==> src/rtl/uart_pkg.sv <==
// Shared constants and types for the UART receive path.
package uart_pkg;

  localparam int unsigned PARITY_NONE = 0;
  localparam int unsigned PARITY_EVEN = 1;
  localparam int unsigned PARITY_ODD  = 2;

  // x16 oversampling; the data bit is taken at the middle tick of each bit.
  localparam int unsigned OVERSAMPLE   = 16;
  localparam int unsigned SAMPLE_POINT = 7;

  typedef enum logic [2:0] {
    StIdle,
    StStart,
    StData,
    StParity,
    StStop,
    StBreakWait
  } rx_state_e;

endpackage

==> src/rtl/uart_os_tick.sv <==
// Oversample tick generator: one-cycle tick every BaudDiv clocks, phase
// re-alignable through restart_i.
module uart_os_tick #(
  parameter int unsigned BaudDiv = 27
) (
  input  logic clk_i,
  input  logic rst_ni,
  input  logic restart_i,
  output logic tick_o
);

  localparam int unsigned CntW = (BaudDiv > 2) ? $clog2(BaudDiv) : 1;
  localparam logic [CntW-1:0] CntMax = CntW'(BaudDiv - 1);

  logic [CntW-1:0] cnt_q, cnt_d;

  // Next count: wrap at CntMax, or restart from zero on request.
  always_comb begin
    tick_o = (cnt_q == CntMax);
    cnt_d  = cnt_q + 1'b1;
    if (restart_i || tick_o) begin
      cnt_d = '0;
    end
  end

  // Divider counter register.
  always_ff @(posedge clk_i or negedge rst_ni) begin
    if (!rst_ni) begin
      cnt_q <= '0;
    end else begin
      cnt_q <= cnt_d;
    end
  end

endmodule

==> src/rtl/uart_rx_core.sv <==
// UART receive engine: x16 oversampled, mid-bit sampled, configurable data
// width, parity and stop bits, with valid/ready delivery, overrun and break.
module uart_rx_core
  import uart_pkg::*;
#(
  parameter int unsigned BAUD_DIV    = 27,
  parameter int unsigned DATA_BITS   = 8,
  parameter int unsigned PARITY_MODE = 0,
  parameter int unsigned STOP_BITS   = 1
) (
  input  logic                 sys_clk,
  input  logic                 rst_n,
  input  logic                 serial_data_in,
  output logic [DATA_BITS-1:0] rx_data,
  output logic                 rx_valid,
  input  logic                 rx_ready,
  output logic                 parity_err,
  output logic                 frame_err,
  output logic                 overrun,
  output logic                 break_det,
  output logic                 busy
);

  localparam logic       StopLast = (STOP_BITS == 2) ? 1'b1 : 1'b0;
  localparam logic [3:0] SampleOs = 4'(SAMPLE_POINT);
  localparam logic [3:0] LastOs   = 4'(OVERSAMPLE - 1);
  localparam logic [3:0] LastBit  = 4'(DATA_BITS - 1);

  logic sync1_q, sync2_q, line;
  logic tick, restart, sample, boundary;

  rx_state_e            state_q, state_d;
  logic [3:0]           os_cnt_q, os_cnt_d;
  logic [3:0]           bit_cnt_q, bit_cnt_d;
  logic                 stop_idx_q, stop_idx_d;
  logic [DATA_BITS-1:0] shift_q, shift_d;
  logic                 perr_acc_q, perr_acc_d;
  logic                 ferr_acc_q, ferr_acc_d;
  logic                 par_bit_q, par_bit_d;
  logic                 first_stop_q, first_stop_d;

  logic                 commit, commit_break, commit_ferr;

  logic [DATA_BITS-1:0] rx_data_q, rx_data_d;
  logic                 rx_valid_q, rx_valid_d;
  logic                 parity_err_q, parity_err_d;
  logic                 frame_err_q, frame_err_d;
  logic                 overrun_q, overrun_d;
  logic                 break_det_q, break_det_d;

  // Two-flop synchroniser for the asynchronous line; idles high.
  always_ff @(posedge sys_clk or negedge rst_n) begin
    if (!rst_n) begin
      sync1_q <= 1'b1;
      sync2_q <= 1'b1;
    end else begin
      sync1_q <= serial_data_in;
      sync2_q <= sync1_q;
    end
  end

  assign line     = sync2_q;
  assign restart  = (state_q == StIdle) && tick && !line;
  assign sample   = tick && (os_cnt_q == SampleOs);
  assign boundary = tick && (os_cnt_q == LastOs);

  uart_os_tick #(
    .BaudDiv(BAUD_DIV)
  ) u_os_tick (
    .clk_i    (sys_clk),
    .rst_ni   (rst_n),
    .restart_i(restart),
    .tick_o   (tick)
  );

  // Frame FSM next-state: bit sequencing, sampling and commit decision.
  always_comb begin
    state_d      = state_q;
    os_cnt_d     = os_cnt_q;
    bit_cnt_d    = bit_cnt_q;
    stop_idx_d   = stop_idx_q;
    shift_d      = shift_q;
    perr_acc_d   = perr_acc_q;
    ferr_acc_d   = ferr_acc_q;
    par_bit_d    = par_bit_q;
    first_stop_d = first_stop_q;
    commit       = 1'b0;
    commit_break = 1'b0;
    commit_ferr  = ferr_acc_q;

    if (tick && (state_q != StIdle)) begin
      os_cnt_d = os_cnt_q + 4'd1;
    end

    unique case (state_q)
      StIdle: begin
        if (tick && !line) begin
          state_d      = StStart;
          os_cnt_d     = 4'd0;
          perr_acc_d   = 1'b0;
          ferr_acc_d   = 1'b0;
          par_bit_d    = 1'b0;
          first_stop_d = 1'b1;
        end
      end
      StStart: begin
        if (sample && line) begin
          // Start bit gone by mid-bit: treat as a glitch.
          state_d = StIdle;
        end else if (boundary) begin
          state_d   = StData;
          bit_cnt_d = 4'd0;
        end
      end
      StData: begin
        if (sample) begin
          shift_d = {line, shift_q[DATA_BITS-1:1]};
        end
        if (boundary) begin
          if (bit_cnt_q == LastBit) begin
            state_d    = (PARITY_MODE != PARITY_NONE) ? StParity : StStop;
            stop_idx_d = 1'b0;
          end else begin
            bit_cnt_d = bit_cnt_q + 4'd1;
          end
        end
      end
      StParity: begin
        if (sample) begin
          par_bit_d  = line;
          perr_acc_d = ((^shift_q) ^ line) != (PARITY_MODE == PARITY_ODD);
        end
        if (boundary) begin
          state_d    = StStop;
          stop_idx_d = 1'b0;
        end
      end
      StStop: begin
        if (sample) begin
          commit_ferr = ferr_acc_q | ~line;
          ferr_acc_d  = commit_ferr;
          if (stop_idx_q == 1'b0) begin
            first_stop_d = line;
          end
          if (stop_idx_q == StopLast) begin
            // Commit mid-way through the last stop bit to regain half a bit of margin.
            commit       = 1'b1;
            commit_break = (shift_q == '0) &&
                           ((PARITY_MODE == PARITY_NONE) || !par_bit_q) &&
                           !((stop_idx_q == 1'b0) ? line : first_stop_q);
            state_d      = commit_break ? StBreakWait : StIdle;
            os_cnt_d     = 4'd0;
          end
        end else if (boundary) begin
          stop_idx_d = 1'b1;
        end
      end
      StBreakWait: begin
        if (tick && line) begin
          state_d  = StIdle;
          os_cnt_d = 4'd0;
        end
      end
      default: state_d = StIdle;
    endcase
  end

  // Frame FSM and datapath registers.
  always_ff @(posedge sys_clk or negedge rst_n) begin
    if (!rst_n) begin
      state_q      <= StIdle;
      os_cnt_q     <= 4'd0;
      bit_cnt_q    <= 4'd0;
      stop_idx_q   <= 1'b0;
      shift_q      <= '0;
      perr_acc_q   <= 1'b0;
      ferr_acc_q   <= 1'b0;
      par_bit_q    <= 1'b0;
      first_stop_q <= 1'b1;
    end else begin
      state_q      <= state_d;
      os_cnt_q     <= os_cnt_d;
      bit_cnt_q    <= bit_cnt_d;
      stop_idx_q   <= stop_idx_d;
      shift_q      <= shift_d;
      perr_acc_q   <= perr_acc_d;
      ferr_acc_q   <= ferr_acc_d;
      par_bit_q    <= par_bit_d;
      first_stop_q <= first_stop_d;
    end
  end

  // Output holding register: accept, load on commit, or flag overrun/break.
  always_comb begin
    rx_data_d    = rx_data_q;
    rx_valid_d   = rx_valid_q;
    parity_err_d = parity_err_q;
    frame_err_d  = frame_err_q;
    overrun_d    = 1'b0;
    break_det_d  = 1'b0;

    if (rx_valid_q && rx_ready) begin
      rx_valid_d = 1'b0;
    end
    if (commit) begin
      if (commit_break) begin
        break_det_d = 1'b1;
      end else if (!rx_valid_q || rx_ready) begin
        rx_data_d    = shift_q;
        parity_err_d = perr_acc_q;
        frame_err_d  = commit_ferr;
        rx_valid_d   = 1'b1;
      end else begin
        overrun_d = 1'b1;
      end
    end
  end

  // Output registers.
  always_ff @(posedge sys_clk or negedge rst_n) begin
    if (!rst_n) begin
      rx_data_q    <= '0;
      rx_valid_q   <= 1'b0;
      parity_err_q <= 1'b0;
      frame_err_q  <= 1'b0;
      overrun_q    <= 1'b0;
      break_det_q  <= 1'b0;
    end else begin
      rx_data_q    <= rx_data_d;
      rx_valid_q   <= rx_valid_d;
      parity_err_q <= parity_err_d;
      frame_err_q  <= frame_err_d;
      overrun_q    <= overrun_d;
      break_det_q  <= break_det_d;
    end
  end

  assign rx_data    = rx_data_q;
  assign rx_valid   = rx_valid_q;
  assign parity_err = parity_err_q;
  assign frame_err  = frame_err_q;
  assign overrun    = overrun_q;
  assign break_det  = break_det_q;
  assign busy       = (state_q != StIdle);

endmodule

==> config.mk <==
export PLATFORM = sky130hd
export DESIGN_NAME = uart_rx_core
export DESIGN_NICKNAME = d
export VERILOG_FILES = /design/src/rtl/uart_pkg.sv /design/src/rtl/uart_os_tick.sv /design/src/rtl/uart_rx_core.sv
export SDC_FILE = /design/constraint.sdc
export NUM_CORES = 1
export LEC_CHECK = 0
export CELL_PAD_IN_SITES_DETAIL_PLACEMENT = 1
export CELL_PAD_IN_SITES_GLOBAL_PLACEMENT = 1
export CORE_ASPECT_RATIO = 1.75
export CORE_MARGIN = 4
export CORE_UTILIZATION = 47
export CTS_BUF_LIST = sky130_fd_sc_hd__clkbuf_4 sky130_fd_sc_hd__clkbuf_8
export CTS_CLUSTER_DIAMETER = 80
export DETAILED_ROUTE_END_ITERATION = 10
export PLACE_DENSITY_LB_ADDON = 0.1
export SYNTH_ARGS = -nofsm -noshare
export SYNTH_HDL_FRONTEND = slang
export SYNTH_SLANG_ARGS = --single-unit
==> constraint.sdc <==
create_clock -name sys_clk -period 5.1 [get_ports sys_clk]
set_input_delay 1.02 -clock sys_clk [delete_from_list [all_inputs] [get_ports sys_clk]]
set_output_delay 1.02 -clock sys_clk [all_outputs]
set_load 0.03 [all_outputs]
==> reports/results.ini <==
[timing]
setup_slack_ps = 2070
maxClockFrequency_ghz = 0.330
tns_ps = 0
worst_hold_slack_ps = 352
slew_headroom_pct = 36.3
rsz0062_at_grt = false
fin_crit_ps = 3030
fin_crit_sh_pct = 59.5
final_hold_viol_count = 0
skew_ps = 5.97
worstMarginPinSlew_ps = 956
maxSlewViolCount = 0
setup_viol = 0

[clocking]
cts_root_buffer = clkbuf_8
ctsHoldBuffers = 0
ctsResizeCount = 0
clk_pin_slew_ps = 80
cts_setup_buffers = 0
clkLatencyLatePin_ps = 290
ctsHtreeMaxLevel = 2
cts_buffer_depth = 2
cts_sinks = 43
cts-buffers-inserted = 5
cts_tree = yes

[min_path]
min_path_cells = 0
worst_hold_path_type = register to register
min-delay-start = sync1_q$_DFF_PN1_
whs_endpoint = line$_DFF_PN1_

[yosys]
synth_commonest_cells = dfrtp_1 (40), nand2_1 (24), inv_1 (18)
yosys_warnings = 0
ys_seq_elements = 43
synth.avg_cell_area_um2 = 10.1
synth_top_area_share_pct = 47.1
synth.distinct_cells = 43
yosysMostFrequentCell = dfrtp_1
ys_seq_area_share_pct = 50.8
ys_top_cells_by_area = dfrtp_1 (47%), mux2_2 (5.3%), ha_1 (4.7%)
syn_inst = 211
synthArstFlopShare_pct = 100
synth_edf_count = 0
synth_top_area_cell = dfrtp_1
syn_area_mm2 = 0.00213
synth_flop_cell = dfrtp_1
synth_fp_nets = 223

[outcome]
outcome = finished clean

[floorplan]
die_h_um = 97.0
design.core.area_mm2 = 0.00440
fp.dieW_um = 58.8
rows = 32
io_pins = 18
start_util_pct = 48.3
dieArea_mm2 = 0.00571

[setup_path]
criticalPathCategory = register to output port
slowest_delay_ps = 620
cp_max_fo = 16
end_kind = output port
cp_data_arrival_time_ps = 2010
crit_path_cell_trace = nor3_1 -> inv_1 -> clkdlybuf4s50_1
reg2reg_to = rx_data[3]$_DFFE_PN0P_
cp.required_ps = 4080
cp_slowest_cell = clkdlybuf4s50_1
r2r-start = u_os_tick.cnt_q[0]$_DFF_PN0_
worstRegToRegCells = 7
start_kind = register
r2r_setup_slack_ps = 2650

[pwr]
p_int_uw = 612
ir_drop_mv = 0.226
totalPowerFinal_uw = 848
switching_share_pct = 27.9
powerDensity_mw_per_mm2 = 345
power_switching_uw = 237
seqPwrFrac_pct = 44.9
p_leak_nw = 1.07
p_clk_share_pct = 37.2
power_frac_comb_pct = 17.9

[layout]
diodes = 0
instances_no_fill = 280
final_nets = 240
finalInstanceArea_mm2 = 0.00246
drive_gt1_share_pct = 12.2
post-route-util_pct = 55.9
areaGrowthSynthToFinish_pct = 15.7

[place]
routabilityCongestion = 0.832
dpl_cell_area_mm2 = 0.00232
detailedPlace.worstSlack_ps = 2390
portBuffers = 17
dp_hpwl_um = 3530
place_inst = 272

[grt]
grt_first_pass_wirelength_um = 8400
grt_max_degree = 44
grt_pass1_vias = 1805
grt_usage_pct = 18.9
grt_overflow_total = 0
antenna_found_initial = 0

[run]
cap_viol_max_count = 0

[detailed_routing]
first_pass_iters = 4
dr_total_vias = 1599
routedWlPerCell_um = 17.0
wirelength_um = 4750
antenna_left = 0
drc_errors = 0
first_iter_violations = 49
viasPerCell = 5.71

cells by family after synthesis:
family                     share of synthesized area [%]
xor gates and xnor gates                            2.47
DFF                                                 50.8
and+or+nand+nor                                     17.5
AOI/OAI and AO/OA                                   13.2
muxes                                               6.71
adders and majority gates                           4.71
buffers and inverters                               4.65
final cells by class:
type | count | area [um2]
clock buffers | 6 | 76.3
clock inverters | 2 | 60.1
fillers | 499 | 1940
inverters | 18 | 67.6
multi-input cells | 143 | 947
flip-flops and latches | 43 | 1080
well taps | 51 | 63.8
repair buffers | 17 | 165
placed cells by master, fill, tap and decap left out, types with 2 or more instances in the layout:
cell | netlist | routed
ha_1 | 8 | 8
a31oi_1 | 3 | 3
xnor2_1 | 5 | 5
bufinv_16 | 0 | 2
dfrtp_1 | 40 | 40
nor2_1 | 13 | 13
o22ai_1 | 3 | 3
nor3b_1 | 3 | 3
nand2_1 | 24 | 24
o31ai_1 | 2 | 2
clkbuf_8 | 0 | 5
a21oi_1 | 9 | 9
or3_1 | 2 | 2
a22o_1 | 2 | 2
dfstp_2 | 3 | 3
nand3_1 | 4 | 4
mux2_2 | 10 | 10
nand2b_1 | 2 | 2
a21o_1 | 4 | 4
o31a_1 | 2 | 2
clkdlybuf4s50_1 | 0 | 16
mux2i_1 | 3 | 3
o21ai_0 | 17 | 17
inv_1 | 18 | 18
nor3_1 | 8 | 8
state kept, by name (all words and copies together), names as in the netlist, 3 cells and up:
register / cells
bit_cnt_q: 4
os_cnt_q: 4
rx_data: 8
shift_q: 8
state_q: 3
u_os_tick.cnt_q: 5
critical path: cells and delay by family (launching register included):
family	cells	cell delay (ps)
AND/OR/NAND/NOR	1	390
flip-flops	1	550
buffers and inverters	2	780
power groups by stage:
| stage | clock network (mW) | registers [mW] | logic [mW] |
|---|---|---|---|
| 6_report | 0.316 | 0.381 | 0.152 |
| 5_1_grt | 0.341 | 0.386 | 0.167 |
| 4_1_cts | 0.326 | 0.381 | 0.153 |
| 3_5_place_dp | 0 | 0.387 | 0.149 |
| 3_3_place_gp | 0 | 0.384 | 0.143 |
| 2_1_floorplan | 0 | 0.366 | 0.125 |
how the worst max path moves through the flow:
| stage | from | endpoint | slack (ps) | cells after the start |
|---|---|---|---|---|
| 2_1_floorplan | state_q[0]$_DFFE_PN0P_ | busy | 3090 | 3 |
| 3_3_place_gp | state_q[2]$_DFFE_PN0P_ | busy | 2490 | 3 |
| 3_5_place_dp | state_q[2]$_DFFE_PN0P_ | busy | 2390 | 3 |
| 4_1_cts | state_q[2]$_DFFE_PN0P_ | busy | 2070 | 3 |
| 5_1_grt | state_q[2]$_DFFE_PN0P_ | busy | 1930 | 3 |
| 6_report | state_q[2]$_DFFE_PN0P_ | busy | 2070 | 3 |
layer usage:
layer  global-route usage, %  vias to the layer above  part of all wire [%]
met3                    3.34                       11                   2.1
met2                    35.5                       25                    59
met4                    7.16                        0                   2.4
li1                        -                      764                     -
met5                       0                        -                     0
met1                    19.6                      799                    36
No activity file was read; power rests on OpenSTA's default activity.
